==> src/rtl/vga_timing_gen.sv <==
// vga_timing_gen: horizontal/vertical pixel counters and a sync/DE delay line.
// The delay line lines raw timing up with the renderer's RGB before the registered DAC output.
`default_nettype none

module vga_timing_gen #(
  parameter int PIX_WIDTH    = 12,
  parameter int H_ACTIVE     = 1280,
  parameter int H_FP         = 48,
  parameter int H_SYNC       = 112,
  parameter int H_BP         = 248,
  parameter int V_ACTIVE     = 1024,
  parameter int V_FP         = 1,
  parameter int V_SYNC       = 3,
  parameter int V_BP         = 38,
  parameter bit HSYNC_POL    = 1'b1,
  parameter bit VSYNC_POL    = 1'b1,
  parameter int DATA_LATENCY = 1
) (
  input  logic                 clk_i,
  input  logic                 rst_i,
  output logic [PIX_WIDTH-1:0] pix_x_o,
  output logic [PIX_WIDTH-1:0] pix_y_o,
  output logic                 frame_start_o,
  input  logic [23:0]          vga_data_i,
  input  logic                 vga_data_en_i,
  output logic [23:0]          vga_rgb_o,
  output logic                 vga_hs_o,
  output logic                 vga_vs_o,
  output logic                 vga_de_o
);

  localparam int H_TOTAL = H_ACTIVE + H_FP + H_SYNC + H_BP;
  localparam int V_TOTAL = V_ACTIVE + V_FP + V_SYNC + V_BP;

  // One extra bit so a boundary equal to 2**PIX_WIDTH still compares correctly.
  localparam int CW = PIX_WIDTH + 1;

  localparam logic [CW-1:0] H_LAST   = CW'(H_TOTAL - 1);
  localparam logic [CW-1:0] V_LAST   = CW'(V_TOTAL - 1);
  localparam logic [CW-1:0] H_ACT    = CW'(H_ACTIVE);
  localparam logic [CW-1:0] V_ACT    = CW'(V_ACTIVE);
  localparam logic [CW-1:0] HS_BEGIN = CW'(H_ACTIVE + H_FP);
  localparam logic [CW-1:0] HS_END   = CW'(H_ACTIVE + H_FP + H_SYNC);
  localparam logic [CW-1:0] VS_BEGIN = CW'(V_ACTIVE + V_FP);
  localparam logic [CW-1:0] VS_END   = CW'(V_ACTIVE + V_FP + V_SYNC);

  logic [CW-1:0] h_ext;
  logic [CW-1:0] v_ext;
  logic          de_raw;
  logic          hs_raw;
  logic          vs_raw;
  logic          de_d;
  logic          hs_d;
  logic          vs_d;

  logic [DATA_LATENCY-1:0] de_sr;
  logic [DATA_LATENCY-1:0] hs_sr;
  logic [DATA_LATENCY-1:0] vs_sr;

  assign h_ext = {1'b0, pix_x_o};
  assign v_ext = {1'b0, pix_y_o};

  always_ff @(posedge clk_i) begin
    if (rst_i) begin
      pix_x_o <= '0;
      pix_y_o <= '0;
    end else if (h_ext == H_LAST) begin
      pix_x_o <= '0;
      if (v_ext == V_LAST) begin
        pix_y_o <= '0;
      end else begin
        pix_y_o <= pix_y_o + PIX_WIDTH'(1);
      end
    end else begin
      pix_x_o <= pix_x_o + PIX_WIDTH'(1);
    end
  end

  assign frame_start_o = (pix_x_o == '0) && (pix_y_o == '0);

  assign de_raw = (h_ext < H_ACT) && (v_ext < V_ACT);
  assign hs_raw = (h_ext >= HS_BEGIN) && (h_ext < HS_END);
  assign vs_raw = (v_ext >= VS_BEGIN) && (v_ext < VS_END);

  always_ff @(posedge clk_i) begin
    if (rst_i) begin
      de_sr <= '0;
      hs_sr <= '0;
      vs_sr <= '0;
    end else begin
      de_sr <= DATA_LATENCY'({de_sr, de_raw});
      hs_sr <= DATA_LATENCY'({hs_sr, hs_raw});
      vs_sr <= DATA_LATENCY'({vs_sr, vs_raw});
    end
  end

  assign de_d = de_sr[DATA_LATENCY-1];
  assign hs_d = hs_sr[DATA_LATENCY-1];
  assign vs_d = vs_sr[DATA_LATENCY-1];

  // Blanking wins: renderer data outside the active region never reaches the DAC.
  always_ff @(posedge clk_i) begin
    if (rst_i) begin
      vga_rgb_o <= 24'h0;
      vga_de_o  <= 1'b0;
      vga_hs_o  <= ~HSYNC_POL;
      vga_vs_o  <= ~VSYNC_POL;
    end else begin
      vga_rgb_o <= (de_d && vga_data_en_i) ? vga_data_i : 24'h0;
      vga_de_o  <= de_d;
      vga_hs_o  <= hs_d ? HSYNC_POL : ~HSYNC_POL;
      vga_vs_o  <= vs_d ? VSYNC_POL : ~VSYNC_POL;
    end
  end

endmodule

`default_nettype wire

==> config.mk <==
export PLATFORM = sky130hd
export DESIGN_NAME = vga_timing_gen
export DESIGN_NICKNAME = d
export VERILOG_FILES = /design/src/rtl/vga_timing_gen.sv
export SDC_FILE = /design/constraint.sdc
export NUM_CORES = 1
export LEC_CHECK = 0
export CELL_PAD_IN_SITES_DETAIL_PLACEMENT = 0
export CELL_PAD_IN_SITES_GLOBAL_PLACEMENT = 2
export CORE_UTILIZATION = 26
export CTS_BUF_LIST = sky130_fd_sc_hd__clkbuf_2 sky130_fd_sc_hd__clkbuf_4 sky130_fd_sc_hd__clkbuf_8
export CTS_CLUSTER_DIAMETER = 30
export CTS_CLUSTER_SIZE = 12
export DETAILED_ROUTE_END_ITERATION = 6
export PLACE_DENSITY = 0.83
export SLEW_MARGIN = 20
export SYNTH_ARGS = -nofsm -noshare
export SYNTH_HDL_FRONTEND = slang
export SYNTH_SLANG_ARGS = --single-unit
==> constraint.sdc <==
create_clock -name clk_i -period 2.2 [get_ports clk_i]
set_input_delay 0.33 -clock clk_i [delete_from_list [all_inputs] [get_ports clk_i]]
set_output_delay 0.33 -clock clk_i [all_outputs]
set_load 0.005 [all_outputs]
==> impl_summary.txt, run 1 <==
----------------------------------------------------
[Route]
  Drt via density ... between 4 and 5
  WL final ... around 5.9 mm
  Initial DRC count ... 100
  Number of routed nets with antenna violations ... 0
  Total DRC errors in the routed layout ... 0
  Total via count in the routed design ... a little under 2,000
  First-pass iteration count of the detailed router ... 4
  Mean routed wirelength per cell ... 13.87 µm

[Worst setup path]
  Crit path DAT ... around 1.9 ns
  Critical Path Slowest Stage Cell ... sky130_fd_sc_hd__or4_4
  CP Class ... flip-flop to output pin
  Series of cell instances along the critical path ... nor4_4 > nand2_1 > or4_4 > nor4_4 > buf_2
  Sort of element at the end of the critical path ... output pin
  Crit path required time ... 1.87 ns
  Dominant cell type by count on the critical path ... sky130_fd_sc_hd__nor4_4
  Largest fanout of any net on the critical path ... 2
  Largest stage delay, worst path ... around 0.51 ns
  Startpoint class of the critical path ... flip-flop

[Cells and area]
  Post-route cell area ... 3279 µm²
  Layout overhead on the synthesized area ... 52.74%
  Area of all sequential standard cells ... 1084 µm²
  Multi-input gate area ... 991.0 µm²
  Net count, final ... ~360
  Antenna diode instance count ... 0
  Filler cells ... 795
  Share of cells above drive strength 1 ... a little under an eighth

[STA]
  Final period demand of the worst path ... 2.238 ns
  Max Fclk ... 446.8 MHz
  Sum of negative setup slack ... -0.03825 ns
  Clock Skews ... ~0.010 ns
  Headroom to the max-slew limit ... a little under three fifths
  Worst-case setup margin in the final layout ... -0.03825 ns
  Final setup viols ... 1
  Number of pins with negative max-slew slack in the final report ... 0
  Transition time of the tightest slew-check pin ... 0.6606 ns
  Part of the cycle the worst path needs ... 101.7%
  Hold violation total from the final report ... 0
  Unrepaired setup endpoints after global routing ... true

[Power]
  Sequential share of power ... 56.9%
  Comb pwr share ... 9.4%
  Maximum VDD drop ... between 200 and 300 µV
  Switch share ... 23.06%
  Fraction of power consumed by the clock network ... 33.8%
  PwrDens ... about 540 nW/µm²
  Switching power ... between 400 and 500 µW
  Leakage ... 0.001313 µW
  Internal power summed over all cells ... roughly 1400 µW

[Clock tree]
  Post-CTS repair timing setup buffer count ... 0
  CTS tree ... done
  # clock sinks ... 54
  Post-CTS Hold Buffers ... 0
  Maximum number of buffers from clock root to sink ... 2
  Latest clock arrival within the worst-skew pair ... between 0.3 and 0.4 ns
  CTS Root Buffer Type ... sky130_fd_sc_hd__clkbuf_8
  Clock-pin slew reported for the worst setup and hold paths after clock tree synthesis ... approximately 0.1 ns
  Number of clock buffers inserted by TritonCTS ... 5
  H-Tree Level Count ... 2

[Die]
  Die ar. ... between 8000 and 9000 µm²
  Core Footprint ... between 7000 and 8000 µm²
  Die extent in y ... just over 90 µm
  Row count ... 32
  Initial core utilization ... about 27%
  Number of primary I/O pins ... 79
  Horiz. Die Dim ... slightly above 90 µm

[Logic synthesis]
  Biggest area consumer among synthesized cells ... sky130_fd_sc_hd__dfxtp_1
  Warnings from Yosys ... 0
  Area share of the largest cell type after synthesis ... around half
  Most frequently used flop master after synthesis ... sky130_fd_sc_hd__dfxtp_1
  Synth cell types ... 34
  Proportion of synthesized flip-flops having asynchronous set or reset ... 0%
  Most instantiated cells after synthesis ... 54 x sky130_fd_sc_hd__dfxtp_1, 30 x sky130_fd_sc_hd__and3_1, 17 x sky130_fd_sc_hd__nor2_1
  Cell types occupying the most area after synthesis ... sky130_fd_sc_hd__dfxtp_1 50%, sky130_fd_sc_hd__and3_1 8.7%, sky130_fd_sc_hd__nor2_1 3.0%
  Post-synthesis sequential element count ... between 50 and 60
  Mean post-synth cell area ... approximately 9.3 µm²
  Number of enable flip-flop cells after synthesis ... 0
  Cell area after synthesis ... between 2000 and 2500 µm²
  Post-synthesis sequential area ratio ... around half
  Post-synthesis cell count ... 230
  Net count after synthesis ... roughly 260
  Most frequently used cell type in the post-synthesis netlist ... sky130_fd_sc_hd__dfxtp_1

[Placed design]
  HPWL reported at the end of detailed placement ... between 4 and 5 mm
  Weighted congestion at the end of routability-driven global placement ... between 0.7 and 0.8
  Area post-placement ... 3162 µm²
  PortBufs ... 78

[Flow run]
  Max-cap violation count ... 0

[Status]
  Failing checks ... negative setup slack
  Run status ... finished, violations left

[GRT]
  Overall track demand over capacity in global routing ... 13.87%
  Initial antenna violation count ... 0
  Congestion Overflow GR ... 0
  Largest net degree at the start of global routing ... 26
  First-pass GRT wire length ... just over 9 mm
  Via count of the first global-routing pass ... between 1,500 and 2,000

[Hold path]
  Classification of the worst-slack hold path ... flip-flop to flip-flop

----------------------------------------------------
-- layer usage --
| metal | vias to the layer above | share of wire [%] | global-route usage (%) |
|---|---|---|---|
| met5 | - | 0 | 0 |
| met4 | 0 | 1.2 | 4.872 |
| met3 | 5 | 4.7 | 2.709 |
| met2 | 45 | 47 | 21.63 |
| met1 | 916 | 47 | 18.94 |
| li1 | 995 | - | - |
-- critical path, delay by kind of cell (launching register included) --
family	cells	cell delay, ns
flip-flops	1	0.35
AND/OR/NAND/NOR	4	1.09
buffers and inverters	1	0.15
-- layout by cell type, fill, tap and decap left out, types with 7 or more instances in the layout --
cell                              synthesis  final
sky130_fd_sc_hd__nand4_1                  7      7
sky130_fd_sc_hd__xnor2_1                  7      7
sky130_fd_sc_hd__nand2_1                 13     13
sky130_fd_sc_hd__dfxtp_1                 54     52
sky130_fd_sc_hd__nor2_1                  17     17
sky130_fd_sc_hd__nand3_1                 10     10
sky130_fd_sc_hd__a21oi_1                 11     11
sky130_fd_sc_hd__buf_4                    0     21
sky130_fd_sc_hd__clkdlybuf4s50_1          0     77
sky130_fd_sc_hd__inv_1                   12     12
sky130_fd_sc_hd__and3_1                  30     30
-- timing repair --
action	in CTS	in global routing
gates cloned	0	0
setup endpoints to repair	1	1
pin swaps	3	2
gates resized for setup	7	2
-- power groups by stage --
stage	clock, µW	combinational, µW	sequential, µW
5_1_grt	664	180	1010
3_3_place_gp	0	163	1030
6_report	597	165	1010
2_1_floorplan	0	46.3	1030
4_1_cts	619	163	1010
3_5_place_dp	0	164	1030
-- kinds of logic (layout without fill, tap and decap cells) --
group / Yosys count / count (layout) / synth area share [%]
xor gates and xnor gates: 10 / 10 / 4.080
adders and majority gates: 5 / 5 / 2.914
buffers and inverters: 25 / 119 / 4.487
and+or+nand+nor: 109 / 109 / 30.65
AOI/OAI and AO/OA: 27 / 27 / 7.517
DFF: 54 / 54 / 50.35
-- final cells by class --
type                       count  area share [%]
multi-input combinational    151           30.22
timing repair buffer          99           28.46
sequential                    54           33.04
clock inverter                 2          0.4960
inverter                      12           1.374
clock buffer                   6           2.518
tap                          102           3.892
-- path summary, 6_finish.rpt --
| kind | to | cells past startpoint | slack, ns | startpoint |
|---|---|---|---|---|
| setup / recovery | frame_start_o | 5 | -0.04 | pix_y_o[6] |
| hold / removal | vga_hs_o | 1 | 0.45 | hs_d |
| setup reg to reg | pix_y_o[6] | 5 | 0.29 | pix_x_o[0] |
| hold reg to reg | vga_hs_o | 1 | 0.45 | hs_d |
-- flip-flops by register name (all words and copies together) (netlist names) --
register and count:
vga_rgb_o 24, de_d 1, vga_vs_o 1, vs_d 1
vga_hs_o 1, pix_x_o 12, vga_de_o 1, hs_d 1
pix_y_o 12
-- metrics by stage --
step	util (%)	hold slack, ns	worst slack (ns)	power (µW)	std cells
after floorplan	-	0.4138	0.3007	1080	230
after global placement	40.29	0.4249	-0.2506	1192	418
after detailed placement	40.29	0.4248	-0.2651	1193	418
after CTS	41.66	0.4531	-0.05490	1788	426
after global routing	41.79	0.4666	-0.1383	1853	426
final	41.79	0.4451	-0.03825	1768	426
Power figures use the tool's default switching activity.
==> run 2: changes to the inputs <==
Settings changed: SLEW_MARGIN 20 to 40.
==> results of run 2 <==
No change in the layout: final DEF, timing and power equal those of run 1.
==> variant 1: new RTL, flow settings as in run 1 <==
`PIX_WIDTH`: 12 -> 24.
--- a/src/rtl/vga_timing_gen.sv
+++ b/src/rtl/vga_timing_gen.sv
@@ -3,7 +3,7 @@
 `default_nettype none
 
 module vga_timing_gen #(
-  parameter int PIX_WIDTH    = 12,
+  parameter int PIX_WIDTH    = 24,
   parameter int H_ACTIVE     = 1280,
   parameter int H_FP         = 48,
   parameter int H_SYNC       = 112,
Ports: changed (resized pix_x_o and pix_y_o); port bits go from 79 to 103. The function was not compared with the original's and may differ.
==> variant 1 against run 1 <==
The run still ends with negative setup slack left. Design area grew 56%. Total power grew 47%. Sequential power grew 43%. Wire length grew 59%. Combinational power shrank 4%. Synthesized area grew 51%. Sequential cell count grew 24. Cell count grew 63%. Synthesized cell count grew 58%. Via count grew 62%. Setup slack gained 35 ps. Sequential share of layout area shrank 2.3 points. Largest cell class is now multi-input gates.
==> variant 1: results (changes against run 1) <==
Synth area leaders sky130_fd_sc_hd__dfxtp_1 48%, sky130_fd_sc_hd__and3_1 5.8%, sky130_fd_sc_hd__nor2_1 4.7%; Non-clock buffering overhead 0.290 (+0.00522); worst path arrival time 1870 ps (-40 ps); global-route wire length before repair 14800 um (+59%); number of multi-input combinational cells in the layout 258 (+71%); worst setup path start pix_y_o[15]; Static Leak 1.91 nW (+46%); routed metal-1 wirelength 4260 um (+54%); count of input and output buffers 102 (+31%); Top Registers pix_x_o: 24 flops, pix_y_o: 24 flops, vga_rgb_o: 24 flops; worst-case setup margin in the final layout -3.57 ps (+34.7 ps); half-perimeter wire length after detailed placement 7010 um (+63%); met2 capacity usage during global routing 0.241 (+0.0248); result of the run finished with violations; Crit path largest cell delay 460 ps (-50 ps); Setup Slack @ Placement -314 ps (-49.3 ps); worst slew margin relative to its limit 0.520 (-0.0387); most frequent cells after synthesis 78 x sky130_fd_sc_hd__dfxtp_1, 41 x sky130_fd_sc_hd__nor2_1, 30 x sky130_fd_sc_hd__and3_1; layout net count 552 (+55%); Total GRT Usage 0.148 (+0.00914); endpoints failing setup 1 (unchanged); fraction of final layout cells with drive strength greater than 1 0.183 (+0.0687); launch instance of the worst register-to-register path pix_x_o[20]; Total Neg Setup Slack -3.57 ps (+34.7 ps); violations in the final reports negative setup slack; area overhead of the layout relative to synthesis 57.1%
variant 1: cell count changes after synthesis, moves of 5 or more:
cell / run 1 / this run
sky130_fd_sc_hd__or4_1: 2 / 7
sky130_fd_sc_hd__o21ai_0: 6 / 12
sky130_fd_sc_hd__nand3_1: 10 / 19
sky130_fd_sc_hd__nor2_1: 17 / 41
sky130_fd_sc_hd__or3_1: 2 / 11
sky130_fd_sc_hd__clkbuf_1: 10 / 16
sky130_fd_sc_hd__nor4_1: 1 / 12
sky130_fd_sc_hd__a21oi_1: 11 / 18
sky130_fd_sc_hd__o31ai_1: 0 / 6
sky130_fd_sc_hd__nand4_1: 7 / 17
sky130_fd_sc_hd__xor2_1: 3 / 11
sky130_fd_sc_hd__xnor2_1: 7 / 17
sky130_fd_sc_hd__dfxtp_1: 54 / 78
variant 1: repair_timing:
action,in CTS,in global routing
setup buffers,1,2
setup endpoints to repair,1,14
pin swaps,4,3
resized for setup,11,5
==> variant 2: new RTL, config.mk and constraints of run 1 <==
Made on the original files. Take the reset off `vga_rgb_o` and load it in a clocked block of its own.
--- a/src/rtl/vga_timing_gen.sv
+++ b/src/rtl/vga_timing_gen.sv
@@ -101,18 +101,20 @@
   // Blanking wins: renderer data outside the active region never reaches the DAC.
   always_ff @(posedge clk_i) begin
     if (rst_i) begin
-      vga_rgb_o <= 24'h0;
       vga_de_o  <= 1'b0;
       vga_hs_o  <= ~HSYNC_POL;
       vga_vs_o  <= ~VSYNC_POL;
     end else begin
-      vga_rgb_o <= (de_d && vga_data_en_i) ? vga_data_i : 24'h0;
       vga_de_o  <= de_d;
       vga_hs_o  <= hs_d ? HSYNC_POL : ~HSYNC_POL;
       vga_vs_o  <= vs_d ? VSYNC_POL : ~VSYNC_POL;
     end
   end
 
+  always_ff @(posedge clk_i) begin
+    vga_rgb_o <= (de_d && vga_data_en_i) ? vga_data_i : 24'h0;
+  end
+
 endmodule
 
 `default_nettype wire
Formal check against the unedited RTL: differs if rst_i is asserted again (counterexample within 4 cycles, from zero or initial values and one cycle with rst_i high); with rst_i held inactive, the same outputs for 10 cycles.
==> variant 2 against run 1 <==
Synthesized area shrank 2.7%. Sequential cell count is the same. Wire length shrank 3.8%. Highest routed layer unchanged. Hold slack gained 7.4 ps. Clock power grew 8.5%. Setup slack gained 160 ps. Register-to-register slack lost 120 ps. Total power grew 2.9%. Largest cell class unchanged. Design area shrank 1.4%. Fmax grew 7.5%.
==> variant 2: results (changes against run 1) <==
result of the run complete, no violations; biggest fanout along the worst timing path 2 (unchanged); Seq/Total Area, Yosys 0.517 (+0.0139); layout net count 343 (-3.4%); number of design-rule violations left by the first detailed-router iteration 61 (-39%); worst slew margin relative to its limit 0.589 (+0.0311); worst clock skew 6.36 ps (-4.06 ps); worst path arrival time 1750 ps (-160 ps); mean instance size in the synthesized netlist 9.63 sq um (+3.1%); number of global-route vias before repair 1799 (-0.88%); Total GRT Usage 0.139 (+0.000496); Skew-Pair Late Insertion Delay 300 ps; number of filler instances in the final layout 791 (-0.50%); share of async-settable or async-resettable flops after synthesis 0 (unchanged); post-detailed-routing wire length 5690 um (-3.8%); Worst Hold Launch hs_d; Top Registers vga_rgb_o: 24 flops, pix_x_o: 12 flops, pix_y_o: 12 flops; most frequent cells after synthesis 54 x sky130_fd_sc_hd__dfxtp_1, 30 x sky130_fd_sc_hd__and3_1, 18 x sky130_fd_sc_hd__nor2_1; class of the most critical hold timing path reg -> reg; cell with the biggest individual delay on the critical path sky130_fd_sc_hd__or3_1; Synth area leaders sky130_fd_sc_hd__dfxtp_1 52%, sky130_fd_sc_hd__and3_1 9.0%, sky130_fd_sc_hd__xor2_1 3.4%; Post-DP Area 0.00311 sq mm (-1.7%); count of cell types in the netlist 37 (+8.8%); Avg Vias per Cell 4.55 (-1.2%); fraction of final layout cells with drive strength greater than 1 0.119 (+0.00439); Crit path largest cell delay 400 ps (-110 ps); placed cell count 406 (-2.9%); global-route wire length before repair 9240 um (-1.1%); WL/cell 13.7 um (-1.0%); worst setup path start pix_x_o[5]; half-perimeter wire length after detailed placement 4180 um (-2.9%); initial antenna violation count 0 (unchanged); Setup Slack @ Placement 107 ps (+372 ps); peak ir drop on the vdd network 0.000280 V (+8.8%); GPL Wtd Cong 0.760 (-0.16%); Total Neg Setup Slack 0 ps (+38.3 ps); clk root buf sky130_fd_sc_hd__clkbuf_8; number of H-tree levels 2 (unchanged); total nets after synthesis 249 (-5.0%); launch instance of the worst register-to-register path pix_x_o[5]; Static Leak 1.35 nW (+2.6%); count of input and output buffers 78 (unchanged)
[variant 2: report_power, final]
part           internal (W)  total, W  switching [W]
logic              0.000105  0.000154      0.0000495
clock network      0.000335  0.000648       0.000313
registers           0.00100   0.00102      0.0000156
[variant 2: critical path: cells and delay by family, from the launching register on]
family / cells / cell delay [ps]
buffers and inverters: 1 / 250
DFF: 1 / 320
and+or+nand+nor: 4 / 880
[variant 2: cells by family after synthesis]
group / synth area share
AO/OA/AOI/OAI: 0.0850
XOR/XNOR: 0.0461
buffers and inverters: 0.0311
flip-flops: 0.517
AND/OR/NAND/NOR: 0.290
adder cells (fa/ha/maj): 0.0299
[variant 2: timing repair]
action	CTS	global route
setup endpoints to repair	1	1
hold buffers	0	0
endpoints found under the hold margin	0	0
pin swaps	1	1
buffers inserted	0	0
gates resized for setup	3	1
[variant 2: final timing paths]
kind / slack [ps] / end / cells past startpoint
worst min register to register: 450 / vga_hs_o / 1
worst min-delay path: 450 / vga_hs_o / 1
worst max-delay path: 120 / frame_start_o / 5
worst max register to register: 170 / pix_y_o[11] / 5
[variant 2: per-layer routing]
layer,global-route usage,vias to the layer above,share of wire
met1,0.187,841,0.48
met4,0.0397,0,0.0055
li1,-,962,-
met5,0,-,0
met3,0.0348,2,0.082
met2,0.220,78,0.43
[variant 2: area by class of cell]
| class | instances | area, sq um | area share |
|---|---|---|---|
| inverters | 5 | 18.8 | 0.00580 |
| flip-flops and latches | 54 | 1080 | 0.334 |
| clock buffers | 5 | 68.8 | 0.0213 |
| repair buffers | 99 | 937 | 0.290 |
| well taps | 102 | 128 | 0.0395 |
| multi-input cells | 146 | 961 | 0.297 |
| clock inverters | 3 | 40.0 | 0.0124 |
